[src/rtl/imem_pkg.sv]
// Shared types and sizes for the instruction-memory boot loader.
package imem_pkg;

  localparam int IMEM_DEPTH  = 32;
  localparam int IMEM_ADDR_W = 5;
  localparam int WORD_W      = 32;

  typedef enum logic [1:0] {
    IDLE  = 2'd0,
    LOAD  = 2'd1,
    WRITE = 2'd2,
    RUN   = 2'd3
  } state_t;

endpackage

[src/rtl/word_packer.sv]
// Packs accepted bytes MSB-first into a 32-bit word; word_full flags the accept completing it.
// Zero latency: word_next already includes the byte being accepted this cycle.
module word_packer
  import imem_pkg::*;
(
  input  logic              clk,
  input  logic              rst,
  input  logic              clear,
  input  logic              accept,
  input  logic [7:0]        byte_data,
  output logic [WORD_W-1:0] word_next,
  output logic              word_full
);

  // Only the three earlier bytes need storage; the last one comes straight from byte_data.
  logic [1:0]        byte_cnt;
  logic [WORD_W-9:0] word_q;

  assign word_next = {word_q, byte_data};
  assign word_full = accept && (byte_cnt == 2'd3);

  always_ff @(posedge clk or posedge rst) begin
    if (rst) begin
      byte_cnt <= '0;
      word_q   <= '0;
    end else if (clear) begin
      byte_cnt <= '0;
      word_q   <= '0;
    end else if (accept) begin
      byte_cnt <= byte_cnt + 2'd1;
      word_q   <= word_next[WORD_W-9:0];
    end
  end

endmodule

[src/rtl/imem_loader.sv]
// Boot loader: streams bytes into instruction memory one word per 5 cycles, then releases the CPU.
// Backpressure: byte_ready is high only in LOAD; a stalled byte_valid simply holds progress.
module imem_loader
  import imem_pkg::*;
#(
  parameter int DEPTH  = IMEM_DEPTH,
  parameter int ADDR_W = IMEM_ADDR_W
) (
  input  logic              clk,
  input  logic              reset,
  input  logic              start,
  input  logic [ADDR_W:0]   prog_len,
  input  logic              byte_valid,
  input  logic [7:0]        byte_data,
  output logic              byte_ready,
  input  logic [31:0]       pc_in,
  output logic [ADDR_W-1:0] mem_raddr,
  output logic              mem_we,
  output logic [ADDR_W-1:0] mem_waddr,
  output logic [WORD_W-1:0] mem_wdata,
  output logic              cpu_run,
  output logic              busy,
  output logic              error,
  output logic [ADDR_W:0]   words_loaded
);

  state_t            state;
  logic [ADDR_W:0]   len_q;
  logic [ADDR_W-1:0] widx;
  logic              accept;
  logic              len_legal;
  logic              load_go;
  logic              word_full;
  logic [WORD_W-1:0] word_next;
  logic              unused_pc;

  // PC is a byte address; the memory is word indexed.
  assign mem_raddr = pc_in[ADDR_W+1:2];
  assign unused_pc = ^{pc_in[31:ADDR_W+2], pc_in[1:0]};

  assign accept    = byte_valid && byte_ready;
  assign len_legal = (prog_len != '0) && (int'(prog_len) <= DEPTH);
  assign load_go   = start && len_legal && ((state == IDLE) || (state == RUN));

  word_packer u_packer (
    .clk       (clk),
    .rst       (reset),
    .clear     (load_go),
    .accept    (accept),
    .byte_data (byte_data),
    .word_next (word_next),
    .word_full (word_full)
  );

  always_ff @(posedge clk or posedge reset) begin
    if (reset) begin
      state        <= IDLE;
      byte_ready   <= 1'b0;
      mem_we       <= 1'b0;
      mem_waddr    <= '0;
      mem_wdata    <= '0;
      cpu_run      <= 1'b0;
      busy         <= 1'b0;
      error        <= 1'b0;
      words_loaded <= '0;
      len_q        <= '0;
      widx         <= '0;
    end else begin
      mem_we <= 1'b0;
      case (state)
        IDLE, RUN: begin
          if (start) begin
            if (len_legal) begin
              state        <= LOAD;
              len_q        <= prog_len;
              widx         <= '0;
              words_loaded <= '0;
              error        <= 1'b0;
              byte_ready   <= 1'b1;
              busy         <= 1'b1;
              cpu_run      <= 1'b0;
            end else begin
              error <= 1'b1;
            end
          end
        end
        LOAD: begin
          if (word_full) begin
            state      <= WRITE;
            byte_ready <= 1'b0;
            mem_we     <= 1'b1;
            mem_waddr  <= widx;
            mem_wdata  <= word_next;
          end
        end
        WRITE: begin
          words_loaded <= words_loaded + (ADDR_W+1)'(1);
          if ({1'b0, widx} == len_q - (ADDR_W+1)'(1)) begin
            state   <= RUN;
            cpu_run <= 1'b1;
            busy    <= 1'b0;
          end else begin
            state      <= LOAD;
            widx       <= widx + ADDR_W'(1);
            byte_ready <= 1'b1;
          end
        end
        default: state <= IDLE;
      endcase
    end
  end

endmodule

[config.mk]
export PLATFORM = sky130hd
export DESIGN_NAME = imem_loader
export DESIGN_NICKNAME = d
export VERILOG_FILES = /design/src/rtl/imem_pkg.sv /design/src/rtl/word_packer.sv /design/src/rtl/imem_loader.sv
export SDC_FILE = /design/constraint.sdc
export NUM_CORES = 1
export LEC_CHECK = 0
export ABC_AREA = 1
export CAP_MARGIN = 20
export CORE_MARGIN = 2
export CORE_UTILIZATION = 25
export DETAILED_ROUTE_END_ITERATION = 16
export PLACE_DENSITY = 0.53
export SYNTH_ARGS = -nofsm -noshare
export SYNTH_HDL_FRONTEND = slang
export SYNTH_SLANG_ARGS = --single-unit
[constraint.sdc]
create_clock -name clk -period 2.6 [get_ports clk]
set_input_delay 0.52 -clock clk [delete_from_list [all_inputs] [get_ports clk]]
set_output_delay 0.52 -clock clk [all_outputs]
set_load 0.03 [all_outputs]
==> reports/results.ini, run 1 <==
[detailed_routing]
wl_per_cell_um=11.96
wirelength_um=9207
ant_nets=0
num_vias=3130
drt-initial-drc-count=180
first_pass_iters=4
post-route-drc-count=0
viasPerCell=4.065

[global_routing]
grt_pass1_vias=3100
grt_max_degree=65
antenna_found_initial=0
grt_first_pass_wirelength_um=15460
grt_usage_pct=11.17
grt_overflow=0

[floorplanning]
die_h_um=131.2
num_io_pins=103
design.core.area_um2=15830
row_count=46
die_w_um=131.2
dieArea_um2=17220
start_util_pct=25.57

[cells_and_area]
multi_input_comb_area_um2=1433
nets=606
drive_gt1_share_pct=6.498
num_antenna_cells=0
nFillCells=1638
seqCellArea_um2=2177
instances_no_fill=770
areaGrowthSynthToFinish_pct=28.42

[logic_synthesis]
netlist_area_um2=4046
synth_seq_cells=87
ys_seq_area_share_pct=53.80
synth_top_area_share_pct=53.80
synthFlopType=dfrtp_1
synth.avg_cell_area_um2=8.258
synth_area_leaders=dfrtp_1 (54%), nand2_1 (15%), inv_1 (7.3%), o21ai_0 (7.2%), nand3_1 (2.5%)
synth_most_common_cell=nand2_1
synth_edf_count=0
yosysTopAreaCell=dfrtp_1
syn_inst=490
synth_nets=547
async_flop_share_pct=100.0
synth_common_cells=nand2_1 (165), dfrtp_1 (87), inv_1 (79)
yosys.cell_types.count=28
ys_warn_count=0

[worst_hold_path]
hp-class=input pin to asynchronous set/reset pin

[sta]
grt_setup_unrepaired=no
worst_pin_slew_ns=0.9232
fin_crit_sh_pct=78.32
final.min_clock_period_ns=2.036
whs_ns=0.4491
hold_viol=0
setup_violations=0
report.final.slew_viol_count=0
fin_setup_tns_ns=0
fin_worst_skew_ns=0.005790
relSlewSlack_pct=38.36
max_freq_mhz=491.1

[placement]
globalplace.congestion=0.7709
dpl.cell_count=754
dp_hpwl_um=6529
portBuffers=65

[clocking]
hold_buffers=0
clock_sinks=87
htree_levels=3
clock_path_buffers=2
cts_tree=built
clockRootBuffer=clkbuf_16
clk_latency_ns=0.35
cts_made_buffers=9
post_cts_buffers=0
post_cts_resized=0
clk_pin_slew_ns=0.06

[worst_setup_path]
path_class=flop to output port
setup.worst_path.start=words_loaded[0]$_DFFE_PP0P_
max_stage_delay_ns=0.71
crit_family=buffers and inverters
worst_ep_arrival_time_ns=1.52
crit_buf_inv=1
end_kind=output port
path_cells=clkdlybuf4s50_1
r2r_start=state[0]$_DFFE_PP0P_
cp_slowest_cell=clkdlybuf4s50_1
critPathRequiredTime_ns=2.08
startpoint_type=flop
path_max_fanout=6

[power]
p_leak_uw=0.002563
peakVddDrop_mv=0.2717
cellPowerDensity_nw_per_um2=515.2

[run_status]
status=finished clean

[job]
cap_violations=0

## layer usage
metal  wire length [µm]  share of wire (%)  up-vias  GRT usage, %
met3                386                4.2       11         3.009
met4                124                1.3        0         4.771
met2               4145                 45       59         17.66
met5                  0                  0        -             0
li1                   -                  -     1607             -
met1               4550                 49     1453         14.43
## report_power, final
| part | total [µW] | switching (µW) | internal, µW |
|---|---|---|---|
| clock | 1250 | 549 | 702 |
| sequential | 1350 | 0 | 1350 |
| combinational | 72.6 | 41.5 | 31.1 |
## layout by cell type, fill, tap and decap left out
master / n
o21ai_1: 6
nand4_4: 1
nand3_4: 1
o21ai_0: 58
nand2_4: 1
a21oi_1: 2
inv_1: 78
nand3_1: 20
clkinvlp_4: 1
clkinv_2: 2
a31oi_1: 1
nand4_1: 4
nor2_1: 14
nand2_2: 1
buf_4: 4
xor2_1: 7
clkbuf_16: 9
inv_6: 1
xnor2_1: 3
mux2_2: 1
inv_2: 3
clkdlybuf4s50_1: 65
dfrtp_1: 87
or2_2: 1
buf_12: 2
o21ai_4: 1
nor2_4: 1
clkbuf_8: 2
clkbuf_1: 1
ha_1: 7
nor2_2: 2
nor3_2: 1
nand2_1: 165
clkinv_4: 1
## sequential cells by signal, summed over array words and instances, names as in the netlist, 2 cells and up
register	count
mem_wdata	32
mem_waddr	5
len_q	6
u_packer.byte_cnt	2
widx	5
words_loaded	6
state	2
u_packer.word_q	24
## worst reg2reg max path, stage by stage (launching register included)
cell,delay (ns)
dfrtp_1,0.42
inv_1,0.08
ha_1,0.35
inv_1,0.26
o21ai_4,0.48
nand2_1,0.14
nand2_1,0.08
nand2_1,0.05
## kinds of logic (layout without fill, tap and decap cells)
| logic type | after synthesis | in the layout | synth area share (%) |
|---|---|---|---|
| compound gates | 68 | 68 | 8.720 |
| xor+xnor | 10 | 10 | 2.165 |
| fa+ha+maj | 7 | 7 | 2.164 |
| buf+inv | 105 | 169 | 10.79 |
| flops | 87 | 87 | 53.80 |
| mux | 1 | 1 | 0.2783 |
| simple gates | 212 | 212 | 22.08 |
## area by class of cell
type                       count  area share [%]
clock inverter                 4          0.5297
inverter                      82           5.996
clock buffer                  12           4.936
timing repair buffer          71           13.87
sequential                    87           41.90
tap                          216           5.201
multi-input combinational    298           27.57
## worst paths after layout
path / slack (ns) / to / cells after the start
setup / recovery: 0.56 / words_loaded[0] / 1
hold / removal: 0.45 / mem_wdata[1]$_DFFE_PP0P_ / 2
setup reg to reg: 0.65 / cpu_run$_DFFE_PP0P_ / 7
hold reg to reg: 0.47 / busy$_DFFE_PP0P_ / 2
max in group asynchronous: 1.61 / mem_waddr[1]$_DFFE_PP0P_ / 3
min in group clk: 0.47 / busy$_DFFE_PP0P_ / 2
## per-stage QoR
| stage | setup slack [ns] | util (%) | cell area, µm² | power, µW |
|---|---|---|---|---|
| 6_report | 0.5637 | 32.83 | 5196 | 2677 |
| 5_1_grt | 0.3998 | 32.83 | 5196 | 2778 |
| 4_1_cts | 0.5395 | 32.83 | 5196 | 2717 |
| 3_5_place_dp | 0.2475 | 31.04 | 4912 | 1454 |
| 3_3_place_gp | 0.3175 | 31.04 | 4912 | 1453 |
| 2_1_floorplan | 1.034 | - | 4050 | 1420 |
Power figures use the tool's default switching activity.
==> run 2, diff against run 1 <==
--- a/config.mk
+++ b/config.mk
@@ -10,7 +10,7 @@
 export CORE_MARGIN = 2
 export CORE_UTILIZATION = 25
 export DETAILED_ROUTE_END_ITERATION = 16
-export PLACE_DENSITY = 0.53
+export PLACE_DENSITY = 0.51
 export SYNTH_ARGS = -nofsm -noshare
 export SYNTH_HDL_FRONTEND = slang
 export SYNTH_SLANG_ARGS = --single-unit
==> constraint.sdc (replaced) <==
create_clock -name clk -period 1.9 [get_ports clk]
set_input_delay 0.38 -clock clk [delete_from_list [all_inputs] [get_ports clk]]
set_output_delay 0.38 -clock clk [all_outputs]
set_load 0.03 [all_outputs]
==> run 2 against run 1 <==
Compared with the run above: critical path depth unchanged; clock skew up 0.0023 ns; register-to-register slack worse by 0.46 ns; first-iteration DRC count down 26%; hold slack better by 0.022 ns; count of clock-buffer cells in the layout down 2; global-route usage down 0.083 points; sequential power up 37%; die area unchanged; non-clock buffer count up 6; critical path type unchanged; largest cell class unchanged.
==> reports/results.ini, run 2 (synthesis gave the netlist of run 1 again) <==
[run_status]
status=finished clean  ; unchanged

[cells_and_area]
final_cell_mix=nand2_1 (165), dfrtp_1 (87), inv_1 (77), clkdlybuf4s50_1 (64), o21ai_0 (58)  ; was nand2_1 (165), dfrtp_1 (87), inv_1 (78), clkdlybuf4s50_1 (65), o21ai_0 (58)
num_antenna_cells=0  ; unchanged
largestRegisters=mem_wdata x32, u_packer.word_q x24  ; unchanged
largest_reg_flops=32  ; unchanged
drive_gt1_share_pct=7.679  ; was 6.498%
post-route-cell-area_um2=5281  ; was 5196 µm²
nets=612  ; was 606
layout.cells.most_common=nand2_1  ; unchanged
regMostFlops=mem_wdata  ; unchanged
areaGrowthSynthToFinish_pct=30.52  ; was 28.42%

[clocking]
post_cts_buffers=0  ; unchanged
clk_pin_slew_ns=0.07  ; was 0.06 ns
clockRootBuffer=clkbuf_16  ; unchanged
clock_sinks=87  ; unchanged
cts_made_buffers=9  ; unchanged
htree_levels=3  ; unchanged
cts_tree=built  ; unchanged
clk_latency_ns=0.34  ; was 0.35 ns
clock_path_buffers=2  ; unchanged

[floorplanning]
design.core.area_um2=15830  ; unchanged
num_io_pins=103  ; unchanged
start_util_pct=25.57  ; unchanged
die_w_um=131.2  ; unchanged
die_h_um=131.2  ; unchanged
row_count=46  ; unchanged
dieArea_um2=17220  ; unchanged

[detailed_routing]
num_vias=3132  ; was 3130
first_pass_iters=4  ; unchanged
viasPerCell=4.036  ; was 4.065
wirelength_um=8887  ; was 9207 µm
drt-initial-drc-count=133  ; was 180
wl_met3_um=344  ; was 386 µm
post-route-drc-count=0  ; unchanged
routed.top_layer=met4  ; unchanged
wl_per_cell_um=11.45  ; was 11.96 µm
ant_nets=0  ; unchanged
drt-met1-wl_um=4404  ; was 4550 µm
wl_met2_um=3960  ; was 4145 µm

[sta]
fin_worst_skew_ns=0.008086  ; was 0.005790 ns
max_freq_mhz=544.7
final.min_clock_period_ns=1.836
fin_setup_tns_ns=0  ; unchanged
report.final.slew_viol_count=0  ; unchanged
relSlewSlack_pct=68.62  ; was 38.36%
grt_setup_unrepaired=no  ; unchanged
setup_violations=0  ; unchanged
worst_slack_ns=0.06410  ; was 0.5637 ns
fin_crit_sh_pct=96.63
worst_pin_slew_ns=0.4708  ; was 0.9232 ns
hold_viol=0  ; unchanged

[job]
cap_violations=0  ; unchanged

[placement]
globalplace.congestion=0.8008  ; was 0.7709
placed_area_um2=4982  ; was 4912 µm²
portBuffers=65  ; unchanged
pre_cts_slack_ns=-0.1495  ; was 0.2475 ns
dp_hpwl_um=6162  ; was 6529 µm

[worst_setup_path]
path_class=flop to output port  ; unchanged
rr_worst_depth=13  ; was 7
r2r_start=len_q[0]$_DFFE_PP0P_  ; was state[0]$_DFFE_PP0P_
worst_ep_arrival_time_ns=1.46  ; was 1.52 ns
crit_buf_inv=1  ; unchanged
crit_family=buffers and inverters  ; unchanged
crit_cells=1  ; unchanged
startpoint_type=flop  ; unchanged
path_cells=clkdlybuf4s50_1  ; unchanged
max_stage_delay_ns=0.70  ; was 0.71 ns
cp_slowest_cell=clkdlybuf4s50_1  ; unchanged
r2r_slack_ns=0.19  ; was 0.65 ns
r2r-end=cpu_run$_DFFE_PP0P_  ; unchanged
path_max_fanout=5  ; was 6
end_kind=output port  ; unchanged
critPathRequiredTime_ns=1.52  ; was 2.08 ns

[global_routing]
antenna_found_initial=0  ; unchanged
grt_usage_pct=11.08  ; was 11.17%
grt_first_pass_wirelength_um=15410  ; was 15460 µm
grt_max_degree=88  ; was 65
grt_pass1_vias=3121  ; was 3100
grt_overflow=0  ; unchanged

[power]
cellPowerDensity_nw_per_um2=705.2  ; was 515.2 nW/µm²
peakVddDrop_mv=0.4056  ; was 0.2717 mV
p_leak_uw=0.002622  ; was 0.002563 µW
p_total_uw=3724  ; was 2677 µW

[worst_hold_path]
hold_depth=2
hp-class=flop to flop  ; was input pin to asynchronous set/reset pin
min_to=mem_wdata[29]$_DFFE_PP0P_
holdCritStartpoint=mem_wdata[29]$_DFFE_PP0P_

## run 2: worst max path at each step
stage                     slack [ns]                     endpoint                         from
after floorplan                 0.33             busy$_DFFE_PP0P_         len_q[0]$_DFFE_PP0P_
after global placement         -0.09  words_loaded[4]$_DFFE_PP0P_                  prog_len[2]
after detailed placement       -0.15  words_loaded[2]$_DFFE_PP0P_                  prog_len[2]
after CTS                       0.02              words_loaded[2]  words_loaded[2]$_DFFE_PP0P_
after global routing           0.005              words_loaded[1]  words_loaded[1]$_DFFE_PP0P_
final                           0.06              words_loaded[3]  words_loaded[3]$_DFFE_PP0P_
## run 2: repair_timing
action,CTS,global route
resized for setup,0,2
endpoints found under the setup margin,0,4
hold buffers,0,0
## run 2: area by class of cell
cell class / instances / area, µm²
Tap cell: 216 / 270.3
Multi-Input combinational cell: 298 / 1433
Clock buffer: 10 / 229.0
Fill cell: 1632 / 10550
Timing Repair Buffer: 77 / 793.3
Sequential cell: 87 / 2177
Inverter: 82 / 311.5
Clock inverter: 6 / 67.56
## run 2: layer usage
metal | up-vias | global-route usage, %
met4 | 0 | 4.589
met3 | 12 | 2.623
met5 | - | 0
li1 | 1628 | -
met1 | 1436 | 14.56
met2 | 56 | 17.57
## run 2: report_power, final
part / switching (µW) / internal [µW]
sequential: 0 / 1850
combinational: 54.1 / 38.5
clock: 751 / 1030
total: 805 / 2920
## run 2: metrics by stage
| step | hold WS, ns | utilization (%) | cells |
|---|---|---|---|
| final | 0.4713 | 33.37 | 776 |
| after global routing | 0.4910 | 33.37 | 776 |
| after CTS | 0.4769 | 33.35 | 776 |
| after detailed placement | 0.4608 | 31.48 | 760 |
| after global placement | 0.4625 | 31.48 | 760 |
| after floorplan | 0.4498 | - | 490 |
